### src/rtl/scrambler_pkg.sv
// Shared definitions for the scrambler/descrambler datapath.
package scrambler_pkg;

  localparam int unsigned LFSR_WIDTH = 32;
  localparam int unsigned OUT_WIDTH  = 8;

  localparam logic [LFSR_WIDTH-1:0] POLY       = 32'h80200003;
  localparam logic [LFSR_WIDTH-1:0] RESET_SEED = 32'hACE12024;
  localparam logic [LFSR_WIDTH-1:0] FIELD_SALT = 32'h5A5AA5A5;

  typedef enum logic {
    IDLE,
    STEP
  } fsm_state_t;

endpackage

### src/rtl/galois_lfsr.sv
// Galois LFSR: single step per enabled cycle, parallel load has priority.
module galois_lfsr #(
  parameter int unsigned         WIDTH       = 32,
  parameter logic [WIDTH-1:0]    POLY        = 32'h80200003,
  parameter logic [WIDTH-1:0]    RESET_VALUE = 32'hACE12024
) (
  input  logic             clk,
  input  logic             reset_n,
  input  logic             load,
  input  logic [WIDTH-1:0] load_value,
  input  logic             step_en,
  output logic [WIDTH-1:0] state,
  output logic [WIDTH-1:0] next_state
);

  // One Galois shift: feedback mask applied when the bit shifted out is 1.
  always_comb begin
    next_state = {1'b0, state[WIDTH-1:1]} ^ (state[0] ? POLY : '0);
  end

  // State register: reset, then load, then step.
  always_ff @(posedge clk) begin
    if (!reset_n) begin
      state <= RESET_VALUE;
    end else if (load) begin
      state <= load_value;
    end else if (step_en) begin
      state <= next_state;
    end
  end

endmodule

### src/rtl/cut_position_generator.sv
// Keyed per-line cut position PRNG, reseeded at every field start.
module cut_position_generator
  import scrambler_pkg::*;
#(
  parameter int unsigned                  LFSR_WIDTH     = scrambler_pkg::LFSR_WIDTH,
  parameter int unsigned                  OUT_WIDTH      = scrambler_pkg::OUT_WIDTH,
  parameter int unsigned                  STEPS          = 8,
  parameter logic [LFSR_WIDTH-1:0]        POLY           = scrambler_pkg::POLY,
  parameter logic [LFSR_WIDTH-1:0]        RESET_SEED     = scrambler_pkg::RESET_SEED,
  parameter logic [LFSR_WIDTH-1:0]        FIELD_SALT     = scrambler_pkg::FIELD_SALT,
  parameter int unsigned                  LINE_IDX_WIDTH = 10
) (
  input  logic                      clk,
  input  logic                      reset_n,
  input  logic                      H,
  input  logic                      V,
  input  logic                      F,
  input  logic [LFSR_WIDTH-1:0]     key,
  input  logic                      key_load,
  output logic [OUT_WIDTH-1:0]      cut_position,
  output logic                      cut_valid,
  output logic [LINE_IDX_WIDTH-1:0] line_index,
  output logic                      overrun
);

  localparam int unsigned CNT_WIDTH = 8;

  logic                  prev_h;
  logic                  prev_v;
  logic                  h_rise;
  logic                  v_rise;
  logic [LFSR_WIDTH-1:0] shadow_key;
  logic [LFSR_WIDTH-1:0] active_key;
  logic [LFSR_WIDTH-1:0] active_key_next;
  logic [LFSR_WIDTH-1:0] salted_seed;
  logic [LFSR_WIDTH-1:0] reseed_value;
  logic [LFSR_WIDTH-1:0] lfsr_state;
  logic [LFSR_WIDTH-1:0] lfsr_next;
  logic [CNT_WIDTH-1:0]  step_cnt;
  logic                  start_step;
  logic                  last_step;
  fsm_state_t            fsm;
  fsm_state_t            fsm_next;

  // Edge detection and reseed value; a key_load coinciding with the field
  // start bypasses the shadow so the new key takes effect this field.
  always_comb begin
    h_rise          = H & ~prev_h;
    v_rise          = V & ~prev_v;
    active_key_next = active_key;
    if (v_rise) begin
      active_key_next = key_load ? key : shadow_key;
    end
    salted_seed  = active_key_next ^ (F ? FIELD_SALT : '0);
    reseed_value = (salted_seed == '0) ? LFSR_WIDTH'(1) : salted_seed;
  end

  galois_lfsr #(
    .WIDTH       (LFSR_WIDTH),
    .POLY        (POLY),
    .RESET_VALUE (RESET_SEED)
  ) u_lfsr (
    .clk        (clk),
    .reset_n    (reset_n),
    .load       (v_rise),
    .load_value (reseed_value),
    .step_en    (fsm == STEP),
    .state      (lfsr_state),
    .next_state (lfsr_next)
  );

  // FSM state register.
  always_ff @(posedge clk) begin
    if (!reset_n) begin
      fsm <= IDLE;
    end else begin
      fsm <= fsm_next;
    end
  end

  // Next-state logic; field start aborts any line in progress.
  always_comb begin
    fsm_next   = fsm;
    start_step = 1'b0;
    last_step  = 1'b0;
    if (v_rise) begin
      fsm_next = IDLE;
    end else begin
      case (fsm)
        IDLE: begin
          if (h_rise && !V) begin
            fsm_next   = STEP;
            start_step = 1'b1;
          end
        end
        STEP: begin
          if (step_cnt == CNT_WIDTH'(STEPS - 1)) begin
            fsm_next  = IDLE;
            last_step = 1'b1;
          end
        end
        default: fsm_next = IDLE;
      endcase
    end
  end

  // Sync history, keys, step/line counters, output and overrun flag.
  always_ff @(posedge clk) begin
    if (!reset_n) begin
      prev_h       <= 1'b0;
      prev_v       <= 1'b0;
      shadow_key   <= RESET_SEED;
      active_key   <= RESET_SEED;
      step_cnt     <= '0;
      cut_position <= '0;
      cut_valid    <= 1'b0;
      line_index   <= '0;
      overrun      <= 1'b0;
    end else begin
      prev_h     <= H;
      prev_v     <= V;
      active_key <= active_key_next;
      cut_valid  <= last_step;
      if (key_load) begin
        shadow_key <= key;
      end
      if (start_step) begin
        step_cnt <= '0;
      end else if (fsm == STEP) begin
        step_cnt <= step_cnt + 1'b1;
      end
      if (last_step) begin
        cut_position <= lfsr_next[OUT_WIDTH-1:0];
      end
      if (v_rise) begin
        line_index <= '0;
      end else if (last_step) begin
        line_index <= line_index + 1'b1;
      end
      if (h_rise && fsm == STEP && !v_rise) begin
        overrun <= 1'b1;
      end
    end
  end

endmodule

### config.mk
export PLATFORM = sky130hd
export DESIGN_NAME = cut_position_generator
export DESIGN_NICKNAME = d
export VERILOG_FILES = /design/src/rtl/scrambler_pkg.sv /design/src/rtl/galois_lfsr.sv /design/src/rtl/cut_position_generator.sv
export SDC_FILE = /design/constraint.sdc
export NUM_CORES = 1
export LEC_CHECK = 0
export BUFFER_PORTS_ARGS = -buffer_cell sky130_fd_sc_hd__buf_2
export CAP_MARGIN = 20
export CORE_UTILIZATION = 31
export CTS_CLUSTER_SIZE = 40
export DETAILED_ROUTE_END_ITERATION = 10
export PLACE_DENSITY = 0.49
export SYNTH_ARGS = -nofsm -noshare
export SYNTH_HDL_FRONTEND = slang
export SYNTH_SLANG_ARGS = --single-unit
### constraint.sdc
create_clock -name clk -period 5.9 [get_ports clk]
set_input_delay 0.59 -clock clk [delete_from_list [all_inputs] [get_ports clk]]
set_output_delay 0.59 -clock clk [all_outputs]
set_load 0.01 [all_outputs]
# == Yosys cells after proc, flatten, opt, wreduce, memory -nomap -nowiden ==
# Index checks and enable logic that the tools add are counted.
# word_totals
output_inout_bits,20
romBits,0
mem_bits_rw,0
reg_bits,127
latchBits,0
memories,0
inputBits,38
# classes
n_addsub,2
n_shift,0
n_div,0
bitwise_logic,8
mul,0
eq_ne,1
n_mux,15
magnitude_cmp,0
reduce_logical,9
# op_table
operator,n
$mux W32,6
$logic_not A32 Y1,1
$xor A31 B32 Y32,1
$xor A32 B31 Y32,1
$mux W31,1
$add A10 B1 Y10 const B,1
$add A8 B1 Y8 const B,1
$eq A8 B3 Y1 const B,1
$mux W1,7
$not A1 Y1,4
$reduce_or A2 Y1,2
$logic_and A1 B1 Y1,3
$and A1 B1 Y1,2
$logic_not A1 Y1,2
$pmux W1 S2,1
$reduce_bool A2 Y1,1

# == Longest topological paths before layout ==
# depth
ltp_word,7
depth_mapped,8

# == By module ==
# Synthesis repeated with hierarchy kept, for this count alone.
# hier_totals
hier_cells,603
hier_area_um2,5730.5
# modules_own_cells
mod,area_each_um2,cells_each,seq_area_each_um2,instances
cut_position_generator,3942.5,424,1901.8,1
galois_lfsr,1788.0,179,640.6,1

# == Worst setup path before layout ==
# OpenSTA, ideal clock, no wires.
# synth_path
path_type,input to register
from,input port key_load
to,register u_lfsr.state[0]
arrival_time_ns,2.025
cell_stages,8
required_ns,5.784
n_path_buf,3
setup_slack_ns,3.759
cell_sequence,buf_2 > buf_2 > buf_2 > mux2i_1 > nor2_1 > nand4_1 > a21oi_1 > a31o_2
# synth_between
elab_chain_cells,6
# synth_rtl
element,line_no,rtl
start: declaration,cut_position_generator.sv:19,"input logic key_load,"
$mux W32 *,--,
$mux W32 *,cut_position_generator.sv:51,if (v_rise) begin
$xor A32 B31 Y32 *,cut_position_generator.sv:54,salted_seed = active_key_next ^ (F ? FIELD_SALT : '0);
$logic_not A32 Y1,cut_position_generator.sv:55,reseed_value = (salted_seed == '0) ? LFSR_WIDTH'(1) : salted_seed;
$mux W32 *,cut_position_generator.sv:55,
$mux W32 *,galois_lfsr.sv:25,end else if (load) begin
end signal: assignment,galois_lfsr.sv:26,state <= load_value;
end signal: assignment,galois_lfsr.sv:28,state <= next_state;
end: declaration,galois_lfsr.sv:12,"output logic [WIDTH-1:0] state,"
# Every way passes the cells marked *; elsewhere a longest branch is shown, timed or not.
# A chain may end at the register's enable or synchronous reset.

# == Final worst setup path ==
# Same ends and word-level chain as after synthesis.

==> impl_metrics.csv <==
group,metric,value,unit
die,core,0.0166,mm2
pwr,pwr-share-seq,41.2,%
global_route,grt_max_degree,60,
critical_path,crit_slowest_cell,"buf_2",
critical_path,max_stage_delay,780,ps
sta,setup_violations,0,
sta,relSlewSlack,29.3,%
global_route,gr-usage-all-layers,15.2,%
logic_synthesis,yosysWarnings,0,
critical_path,path_common_cell,"mux2i_1",
global_route,grt_pass1_wl,20600,um
critical_path,r2r_start,"prev_v$_SDFF_PN0_",
logic_synthesis,syn_inst,571,
route,ant_nets,0,
sta,worst_pin_slew,1060,ps
route,totalWireLength,12400,um
route,drt_iter0_markers,220,
cts,cts_resized,0,
sta,max_freq,395,MHz
sta,finalWorstSetupSlack,3370,ps
critical_path,rr_endpoint,"u_lfsr.state[0]$_SDFFE_PN0P_",
placed_design,dpl.hpwl,8150,um
logic_synthesis,ys_seq_elements,127,
placed_design,place_inst,814,
sta,grt_setup_unrepaired,"false",
critical_path,crit_chain,"buf_2 > mux2_2 > mux2i_1 > or4_1 > mux2i_1 > o211a_1 > a31o_2",
global_route,grt_pass1_vias,3945,
route,drt_first_pass_iters,6,
global_route,gr-total-overflow,0,
cts,root_buffer,"clkbuf_16",
critical_path,crit_fanout,40,
critical_path,reg2regPathDepth,6,
min_path,hp-class,"in2reg",
placed_design,place_ws,2910,ps
route,drc,0,
sta,slew_violations,0,
pwr,power.share.combinational,8.5,%
cells_and_area,final_cell_mix,"dfxtp_1 (126), nor2_1 (95), mux2i_1 (58), buf_2 (57), nand2_1 (47)",
cells_and_area,finalNonFillerCells,846,
placed_design,port_buffers,57,
critical_path,crit_required,6270,ps
global_route,antenna_found_initial,0,
logic_synthesis,synth.distinct_cells,40,
pwr,peakVddDrop,0.000201,V
die,start_util,31.8,%
run,drv_cap,0,
pwr,swShare,22.1,%
sta,hold_violations,0,
cts,htreeDepth,4,
cts,postCtsSetupRepairBufs,0,
pwr,p_int,0.00176,W
cts,clkTransAtPathRegs,50,ps
critical_path,worst_setup_path_start_kind,"input port",
min_path,holdPathEnd,"shadow_key[29]$_SDFF_PN1_",
sta,skew,9.35,ps
pwr,power.switching,0.000500,W
cts,numCtsBuffers,17,
critical_path,r2r_setup_slack,3470,ps
sta,fin_tns_setup,0,ps
cts,clk_latency,420,ps
pwr,clkPwrFrac,50.3,%
cells_and_area,syn_to_final_growth,20.8,%
critical_path,crit_type,"in2reg",
route,wl_per_cell,14.6,um
cells_and_area,nets,653,
sta,period_needed,2530,ps
die,dieArea,0.0175,mm2
die,rows,47,
die,dieHeight,132,um
pwr,power_density,355,mW/mm2
logic_synthesis,synth_top_area_cell,"dfxtp_1",
placed_design,place_congestion,0.738,
critical_path,crit_arrival,2900,ps
logic_synthesis,seq_area_frac_synth,48.2,%
cells_and_area,final_common_cell,"dfxtp_1",
min_path,min_delay_path_depth,2,
logic_synthesis,synth_area_leaders,"dfxtp_1 (48%), mux2i_1 (11%), nor2_1 (6.8%), xnor2_1 (3.8%), nand2_1 (3.3%)",
route,routed-via-count,4051,
cts,cts.sinks,127,
pwr,finalPower,0.00226,W
logic_synthesis,syn_nets,611,
pwr,p_leak,2.51,nW
run_status,status,"completed",
logic_synthesis,yosys.area.top_type_share,48.2,%
route,via_per_inst,4.79,
die,die_w,132,um
cells_and_area,final.fill_count,1703,
die,io_pins,58,
cells_and_area,antenna_cells,0,
logic_synthesis,netlist_area,0.00528,mm2
cts,cts_tree,"done",
min_path,min-delay-start,"key[29]",
logic_synthesis,syn_avg_cell_area,9.24,um2
sta,fin_crit_sh,42.9,%
cells_and_area,drive_gt1_share,18.4,%
cts,clk_path_buf_depth,2,
critical_path,end_kind,"flip-flop",
cts,holdBufCountCts,0,
## state kept, by name, summed over array words and instances (netlist names)
name          count
prev_v            1
cut_position      8
active_key       32
step_cnt          8
u_lfsr.state     32
fsm               1
shadow_key       32
prev_h            1
cut_valid         1
line_index       10
overrun           1
## layer usage
layer,global-route usage (%),routed length (um),up-vias,share of wire (%)
met5,0,0,-,0
met4,6.51,212,0,1.7
met3,4.56,521,15,4.2
met2,23.2,5580,70,45
met1,19.7,6070,1908,49
li1,-,-,2058,-
## stage by stage
step | area [um2] | utilization (%) | hold WS, ps
global placement | 5730 | 34.5 | 452
global route | 6370 | 38.4 | 394
CTS | 6370 | 38.4 | 383
finish | 6370 | 38.4 | 403
detailed placement | 5730 | 34.5 | 462
floorplan | 5280 | - | 434
## worst max path at each step
| stage | startpoint | to | slack (ps) | depth (start not counted) |
|---|---|---|---|---|
| 4_1_cts | key_load | u_lfsr.state[0]$_SDFFE_PN0P_ | 3360 | 7 |
| 5_1_grt | key_load | u_lfsr.state[0]$_SDFFE_PN0P_ | 3150 | 7 |
| 2_1_floorplan | key_load | u_lfsr.state[0]$_SDFFE_PN0P_ | 3760 | 8 |
| 6_report | key_load | u_lfsr.state[0]$_SDFFE_PN0P_ | 3370 | 7 |
| 3_3_place_gp | key_load | u_lfsr.state[0]$_SDFFE_PN0P_ | 2940 | 7 |
| 3_5_place_dp | key_load | u_lfsr.state[0]$_SDFFE_PN0P_ | 2910 | 7 |
## power by group through the flow
stage               Sequential (W)  Clock [W]  Combinational, W
floorplan                 0.000940          0          0.000148
global placement          0.000948          0          0.000194
detailed placement        0.000950          0          0.000195
CTS                       0.000932    0.00117          0.000196
global route              0.000937    0.00120          0.000218
finish                    0.000932    0.00114          0.000193
## logic make-up after synthesis
| kind of cell | Yosys count | synth area share, % |
|---|---|---|
| flip-flops | 127 | 48.2 |
| AO/OA/AOI/OAI | 84 | 9.96 |
| adder cells (fa/ha/maj) | 2 | 0.474 |
| multiplexers | 72 | 14.0 |
| AND/OR/NAND/NOR | 210 | 18.6 |
| XOR/XNOR | 33 | 5.48 |
| buffers and inverters | 43 | 3.27 |
## critical path: cells and delay by family
kind / cells / cell delay (ps)
compound gates: 2 / 300
simple gates: 1 / 560
buf+inv: 1 / 780
mux: 3 / 660
## cell type report
type                    count  area, um2  share of cell area (%)
repair buffers             63        330                    5.18
clock inverters             4        120                    1.88
inverters                   3       11.3                   0.177
flip-flops and latches    127       2540                    39.9
multi-input cells         401       2570                    40.3
clock buffers              28        527                    8.26
well taps                 220        275                    4.32
## synth_stat cells (all sizes together)
library cell / number
a211o: 1
a211oi: 23
a21boi: 1
a21oi: 21
a31o: 1
a31oi: 1
a32oi: 1
and2: 11
and3: 3
and4: 1
buf: 12
clkbuf: 28
clkinv: 1
dfxtp: 127
ha: 2
inv: 2
mux2: 14
mux2i: 58
nand2: 47
nand2b: 4
nand3: 5
nand4: 12
nor2: 95
nor2b: 8
nor3: 3
nor4: 7
nor4b: 1
o211a: 2
o211ai: 8
o21ai: 24
o21bai: 1
or2: 5
or3: 5
or4: 3
xnor2: 23
xor2: 10
No activity file was read; power rests on OpenSTA's default activity.
